<file path="config.mk">
export PLATFORM = sky130hd
export DESIGN_NAME = key_feeder
export DESIGN_NICKNAME = d
export VERILOG_FILES = /design/src/rtl/key_feeder.sv
export SDC_FILE = /design/constraint.sdc
export NUM_CORES = 1
export LEC_CHECK = 0
export CORE_ASPECT_RATIO = 0.6
export CORE_UTILIZATION = 55
export DETAILED_ROUTE_END_ITERATION = 10
export PLACE_DENSITY_LB_ADDON = 0.12
export SETUP_SLACK_MARGIN = 0.02
export SLEW_MARGIN = 30
export SYNTH_ARGS = -nofsm -noshare
export SYNTH_HDL_FRONTEND = slang
export SYNTH_SLANG_ARGS = --single-unit
</file>
<file path="constraint.sdc">
create_clock -name clk -period 3.4 [get_ports clk]
set_input_delay 0.68 -clock clk [delete_from_list [all_inputs] [get_ports clk]]
set_output_delay 0.68 -clock clk [all_outputs]
set_load 0.02 [all_outputs]
</file>
<file path="src/rtl/key_feeder.sv">
// key_feeder: latches the expanded key from key_schedule and streams it one
// round-key byte per valid/ready transfer to the round engine, in encrypt
// order (byte 0 first) or decrypt order (byte ROUNDS-1 first).
//
// Optional feature macro: KEY_FEEDER_ABORT_EN
//   When defined, adds input i_abort. Asserting it while streaming drops the
//   rest of the stream and returns to IDLE without a done pulse.
//   When undefined, every stream always runs to completion.
//
// state | meaning
// ------+----------------------------------------------------------------
// IDLE  | waiting for start; shadow register holds the last loaded key
// SEND  | o_valid high, presenting shadow byte [cnt] until accepted
// FIN   | one-cycle done pulse after the final transfer; start ignored
module key_feeder #(
  parameter int ROUNDS = 56,
  parameter int CNT_W  = 6
) (
  input  logic                  clk,
  input  logic                  rst,
  input  logic                  start,
  input  logic [ROUNDS*8-1:0]   i_kk,
  input  logic                  i_decrypt,
`ifdef KEY_FEEDER_ABORT_EN
  input  logic                  i_abort,
`endif
  output logic [7:0]            o_key,
  output logic                  o_valid,
  input  logic                  i_ready,
  output logic [CNT_W-1:0]      o_round,
  output logic                  busy,
  output logic                  done
);

  localparam logic [CNT_W-1:0] LAST_IDX = CNT_W'(ROUNDS - 1);

  typedef enum logic [1:0] {
    IDLE = 2'd0,
    SEND = 2'd1,
    FIN  = 2'd2
  } state_t;

  state_t                 state;
  logic [ROUNDS-1:0][7:0] shadow;
  logic                   dec;
  logic [CNT_W-1:0]       cnt;
  logic                   last_byte;
  logic                   abort_req;

  // The final byte depends on direction: top index for encrypt, 0 for decrypt.
  assign last_byte = dec ? (cnt == '0) : (cnt == LAST_IDX);

`ifdef KEY_FEEDER_ABORT_EN
  assign abort_req = i_abort;
`else
  assign abort_req = 1'b0;
`endif

  // Byte mux from registered state only; forced to zero when nothing is offered.
  assign o_key   = o_valid ? shadow[cnt] : 8'h00;
  assign o_round = cnt;

  // Sequencer: load on start, step the counter per transfer, pulse done at the end.
  always_ff @(posedge clk or negedge rst) begin
    if (!rst) begin
      state   <= IDLE;
      shadow  <= '0;
      dec     <= 1'b0;
      cnt     <= '0;
      o_valid <= 1'b0;
      busy    <= 1'b0;
      done    <= 1'b0;
    end else begin
      done <= 1'b0;
      unique case (state)
        IDLE: begin
          if (start) begin
            shadow  <= i_kk;
            dec     <= i_decrypt;
            cnt     <= i_decrypt ? LAST_IDX : '0;
            o_valid <= 1'b1;
            busy    <= 1'b1;
            state   <= SEND;
          end
        end
        SEND: begin
          if (abort_req) begin
            // A transfer on this edge still reaches the consumer; the rest is dropped.
            cnt     <= '0;
            o_valid <= 1'b0;
            busy    <= 1'b0;
            state   <= IDLE;
          end else if (i_ready) begin
            if (last_byte) begin
              // Counter holds at the final index rather than wrapping.
              o_valid <= 1'b0;
              busy    <= 1'b0;
              done    <= 1'b1;
              state   <= FIN;
            end else begin
              cnt <= dec ? (cnt - 1'b1) : (cnt + 1'b1);
            end
          end
        end
        FIN: begin
          state <= IDLE;
        end
        default: begin
          o_valid <= 1'b0;
          busy    <= 1'b0;
          state   <= IDLE;
        end
      endcase
    end
  end

endmodule

</file>
# --- Word-level counts from Yosys, hierarchy flattened ---
# Cells that the tools add are included.
# Widths: inputs -> output; s select.
classes:
  add_sub_neg: 2
  order_cmp: 1
  n_eq_ne: 7
  n_mux: 21
  bitwise: 1
  n_reduce_logical: 7
ops:
  columns: ["cell", "count"]
  rows:
  - ["$bmux 8 s6", 1]
  - ["$mux 6", 5]
  - ["$mux 8", 2]
  - ["$pmux 6 s2", 1]
  - ["$ne 2x2->1 const B", 4]
  - ["$reduce_and 4->1", 2]
  - ["$lt 6x7->1 const B", 1]
  - ["$mux 1", 7]
  - ["$add 6x1->6 const B", 1]
  - ["$eq 6x6->1 const B", 1]
  - ["$logic_not 6->1", 1]
  - ["$mux 2", 3]
  - ["$sub 6x1->6 const B", 1]
  - ["$pmux 2 s2", 1]
  - ["$pmux 1 s3", 1]
  - ["$reduce_and 3->1", 1]
  - ["$eq 2x1->1 const B", 1]
  - ["$eq 2x2->1 const B", 1]
  - ["$logic_not 2->1", 1]
  - ["$reduce_and 2->1", 1]
  - ["$reduce_bool 2->1", 1]
  - ["$not 1->1", 1]
totals:
  ff_bits: 459
  inputBits: 453
  out_inout_bits: 17
  wordCells: 100

# --- Depth between registers and ports, before layout ---
# Gate-level depths: netlist (run 1).
depth:
  word_depth: 5
  ltp_mapped: 9

# --- Worst setup path after synthesis (run 1) ---
# No wires, ideal clock.
synth_path:
  path_kind: "register to output"
  from: "reg cnt[0], in the netlist o_round[0]"
  to: "out o_key[7]"
  arrival_ns: 2.017
  t_required_ns: 2.720
  slack_ns: 0.703
  stages_incl_launch_ff: 7
  path_buffers: 2
  path_cell_list: "dfrtp_1 -> buf_2 -> buf_2 -> mux4_2 -> o221ai_1 -> a31oi_1 -> a22o_1"
synth_via:
  elab_chain_len: 3
synth_lines:
  columns: ["item", "line_no", "text"]
  rows:
  - ["from (decl)", "46", "logic [CNT_W-1:0] cnt;"]
  - ["from (signal assigned)", "80", "cnt <= i_decrypt ? LAST_IDX : '0;"]
  - ["from (signal assigned)", "101", "cnt <= dec ? (cnt - 1'b1) : (cnt + 1'b1);"]
  - ["$bmux 8 s6", "60", "assign o_key = o_valid ? shadow[cnt] : 8'h00;"]
  - ["$mux 8 (not written as such)", "60", null]
  - ["$mux 8", "60", null]
  - ["to (decl)", "27", "output logic [7:0] o_key,"]
# Every way passes these cells. The select of a mux whose other input is x is not followed.

# --- Worst setup path in the final report (run 1) ---
layout_path:
  from: "reg cnt[2], in the netlist o_round[2]"
  to: "out o_key[1]"
# Same word-level chain as after synthesis.

==> qor.csv, run 1 <==
metric,value,unit
status,"complete, but fails checks",
failing_checks,negative setup slack,
vdd_ir_max,501,uV
initialDrtViolationCount,2080,
htree_num_levels,2,
final_layout_size_suffix_gt1_frac,0.121,
synth.yosys.seq_area_share,0.550,
yosys.area_share.simple,0.256,
gr-usage-all-layers,0.354,
dp_hpwl,48.2,mm
postCtsHoldBufs,0,
floorplan.initialDensity,0.566,
synth-async-reset-ratio,1.00,
critical_path.endpoint_type,output pin,
post_synth_main_area_contributors,"sky130_fd_sc_hd__dfrtp_1 55%, sky130_fd_sc_hd__nand2_1 24%, sky130_fd_sc_hd__mux4_2 12%",
synth_top_family_by_area,simple AND/OR/NAND/NOR gates,
xor_and_xnor_area_share_after_synthesis,0.000838,
die_height,153,um
synth.ff_latch_count,459,
route.detailed.vias_per_inst,5.64,
power.density_cell_area,908,nW/um^2
drt_pass1_iterations,6,
hp-class,in2async,
cts-buffers-inserted,42,
grt_start_max_net_pins,176,
r2r_slack,1.01,ns
final_max_slew_viol_count,0,
coreArea,36900,um^2
clock_skew,0.0135,ns
syn_area,20900,um^2
relative_slew_margins,0.482,
compound_gate_portion_of_the_synthesized_area,0.0278,
global_route.overflow_total,0,
ios,470,
syn_inst,2229,
synth_flop_type,sky130_fd_sc_hd__dfrtp_1,
floorplan.die_area,38800,um^2
wl_per_cell,21.1,um
setup_tns,-0.0142,ns
cts-root-to-sink-buffers,3,
start_kind,flop,
fmax,293,MHz
clk_root_buffer_cell,sky130_fd_sc_hd__clkbuf_16,
chipWidth,254,um
routed_wl,68.0,mm
warning_count_from_the_yosys_run,0,
diodes,0,
clkLatencyLatePin,0.55,ns
wire_length_of_the_first_global_routing_pass,105,mm
numClockSinks,459,
via_count_of_the_first_global_routing_pass,18405,
post-synth-top-area-cell,sky130_fd_sc_hd__dfrtp_1,
ys_types,46,
timing.critical_path.fanout_max,9,
postLayoutSetupSlackWorst,-0.00748,ns
syn_nets,2687,
area_delta_synth_final,36.3,%
synth.most_common_cell,sky130_fd_sc_hd__nand2_1,
critical_path_required_time,2.72,ns
static-leakage-power,13.9,nW
shortest_period_the_worst_path_allows,3.41,ns
worst_ep_arrival_time,2.73,ns
finalNetCount,3138,
number_of_vias_in_the_routed_layout,18122,
worst_pin_slew,0.777,ns
period_share,1.00,
max-cap-violations,0,
synthMuxAreaShare,0.133,
placement_rows,54,
synth_enable_flop_cells,0,
yosys.area_share.adder,0.00335,
filler_instances,2488,
route.antenna.remaining_nets,0,
setup.worst_path.class,reg2out,
numPortBuffers,469,
worst_setup_hold_path_clk_slew,0.07,ns
yosysTopAreaCellShare,0.550,
synthesized_area_per_cell,9.37,um^2
yosys-top-cells-count,"1,362 x sky130_fd_sc_hd__nand2_1, 459 x sky130_fd_sc_hd__dfrtp_1, 121 x sky130_fd_sc_hd__clkbuf_1",
worst_hold_slack,0.0546,ns
setup_violations,2,
antenna_found_initial,1,
rsz0062_at_grt,true,
clock_tree_from_tritoncts,done,
report.final.hold_viol_count,0,
detailed_route_drc_error_count,0,
place_congestion,0.941,
path summary, 6_finish.rpt:
path,end,depth (start not counted),startpoint
worst max-delay path,o_key[1],6,o_round[2]$_DFFE_PN0P_
min in group clk,shadow[224]$_DFFE_PN0P_,2,shadow[224]$_DFFE_PN0P_
max in group asynchronous,shadow[8]$_DFFE_PN0P_,2,rst
worst min register to register,shadow[224]$_DFFE_PN0P_,2,shadow[224]$_DFFE_PN0P_
worst max register to register,o_round[5]$_DFFE_PN0P_,7,o_round[2]$_DFFE_PN0P_
worst min-delay path,shadow[131]$_DFFE_PN0P_,1,rst
logic make-up (layout without fill, tap and decap cells):
family / Yosys count / in the layout
multiplexers: 137 / 137
AO/OA/AOI/OAI: 82 / 82
XOR/XNOR: 2 / 2
AND/OR/NAND/NOR: 1396 / 1396
flip-flops: 459 / 459
adder cells (fa/ha/maj): 5 / 5
buffers and inverters: 148 / 629
critical path: stages (launching register included):
cell and delay, ns:
sky130_fd_sc_hd__dfrtp_4 0.51, sky130_fd_sc_hd__or3b_1 0.62, sky130_fd_sc_hd__buf_4 0.30, sky130_fd_sc_hd__o221ai_1 0.29, sky130_fd_sc_hd__a21oi_4 0.08, sky130_fd_sc_hd__a22o_1 0.21
sky130_fd_sc_hd__buf_2 0.17
layout make-up:
cell class | count | area [um^2] | share of cell area
timing repair buffer | 549 | 5760 | 0.202
sequential | 459 | 11500 | 0.404
clock buffer | 62 | 1300 | 0.0456
clock inverter | 12 | 185 | 0.00650
multi-input combinational | 1622 | 9080 | 0.319
inverter | 6 | 22.5 | 0.000791
tap | 504 | 631 | 0.0221
where the power goes:
group,switching (mW),total [mW],internal (mW)
clock network,2.07,5.10,3.02
logic,5.70,11.1,5.44
registers,1.71,9.64,7.93
through the flow:
stage                     total power, mW   util  instances  instance area [um^2]  setup slack, ns
after floorplan                      15.4      -       2229                 20900            0.703
after global placement               18.8  0.713       3115                 26300          -0.0705
after detailed placement             19.3  0.713       3115                 26300           -0.100
after CTS                            25.3  0.766       3203                 28300          -0.0735
after global routing                 27.2  0.772       3214                 28500          -0.0759
final                                25.9  0.772       3214                 28500         -0.00748
routing by layer:
layer	vias to the layer above	routed length (um)	global-route usage
met5	-	13	0
li1	8089	-	-
met2	911	32000	0.559
met4	2	2290	0.114
met3	144	6550	0.0771
met1	8976	27100	0.495
sequential cells by signal (all words and copies together) (netlist names):
register	count
shadow	448
o_round	6
state	2
busy	1
dec	1
done	1
cell usage in the layout, fill, tap and decap left out, types with 6 or more instances in the layout:
master,instances
sky130_fd_sc_hd__nor2_1,9
sky130_fd_sc_hd__buf_12,21
sky130_fd_sc_hd__mux4_2,112
sky130_fd_sc_hd__clkdlybuf4s50_1,460
sky130_fd_sc_hd__nand2_1,1362
sky130_fd_sc_hd__mux2i_1,9
sky130_fd_sc_hd__o221ai_2,8
sky130_fd_sc_hd__buf_4,44
sky130_fd_sc_hd__a221oi_2,8
sky130_fd_sc_hd__mux2i_2,9
sky130_fd_sc_hd__a22o_1,8
sky130_fd_sc_hd__o221ai_1,8
sky130_fd_sc_hd__buf_6,9
sky130_fd_sc_hd__mux2i_4,7
sky130_fd_sc_hd__clkbuf_1,6
sky130_fd_sc_hd__clkbuf_8,11
sky130_fd_sc_hd__o21ai_2,7
sky130_fd_sc_hd__dfrtp_1,456
sky130_fd_sc_hd__o21ai_0,8
sky130_fd_sc_hd__clkinv_2,7
sky130_fd_sc_hd__clkbuf_16,47
sky130_fd_sc_hd__buf_16,6
sky130_fd_sc_hd__a31oi_1,7
repair_timing:
action | CTS | global route
setup buffers | 10 | 10
endpoints found under the setup margin | 8 | 8
endpoints found under the hold margin | 0 | 0
gates cloned | 4 | 2
pin swaps | 5 | 7
resized for setup | 92 | 28
Power figures use the tool's default switching activity.
==> inputs of run 2 (changes only) <==
- CAP_MARGIN: default -> 20
==> results of run 2 <==
No change in the layout: final DEF, timing and power equal those of run 1.
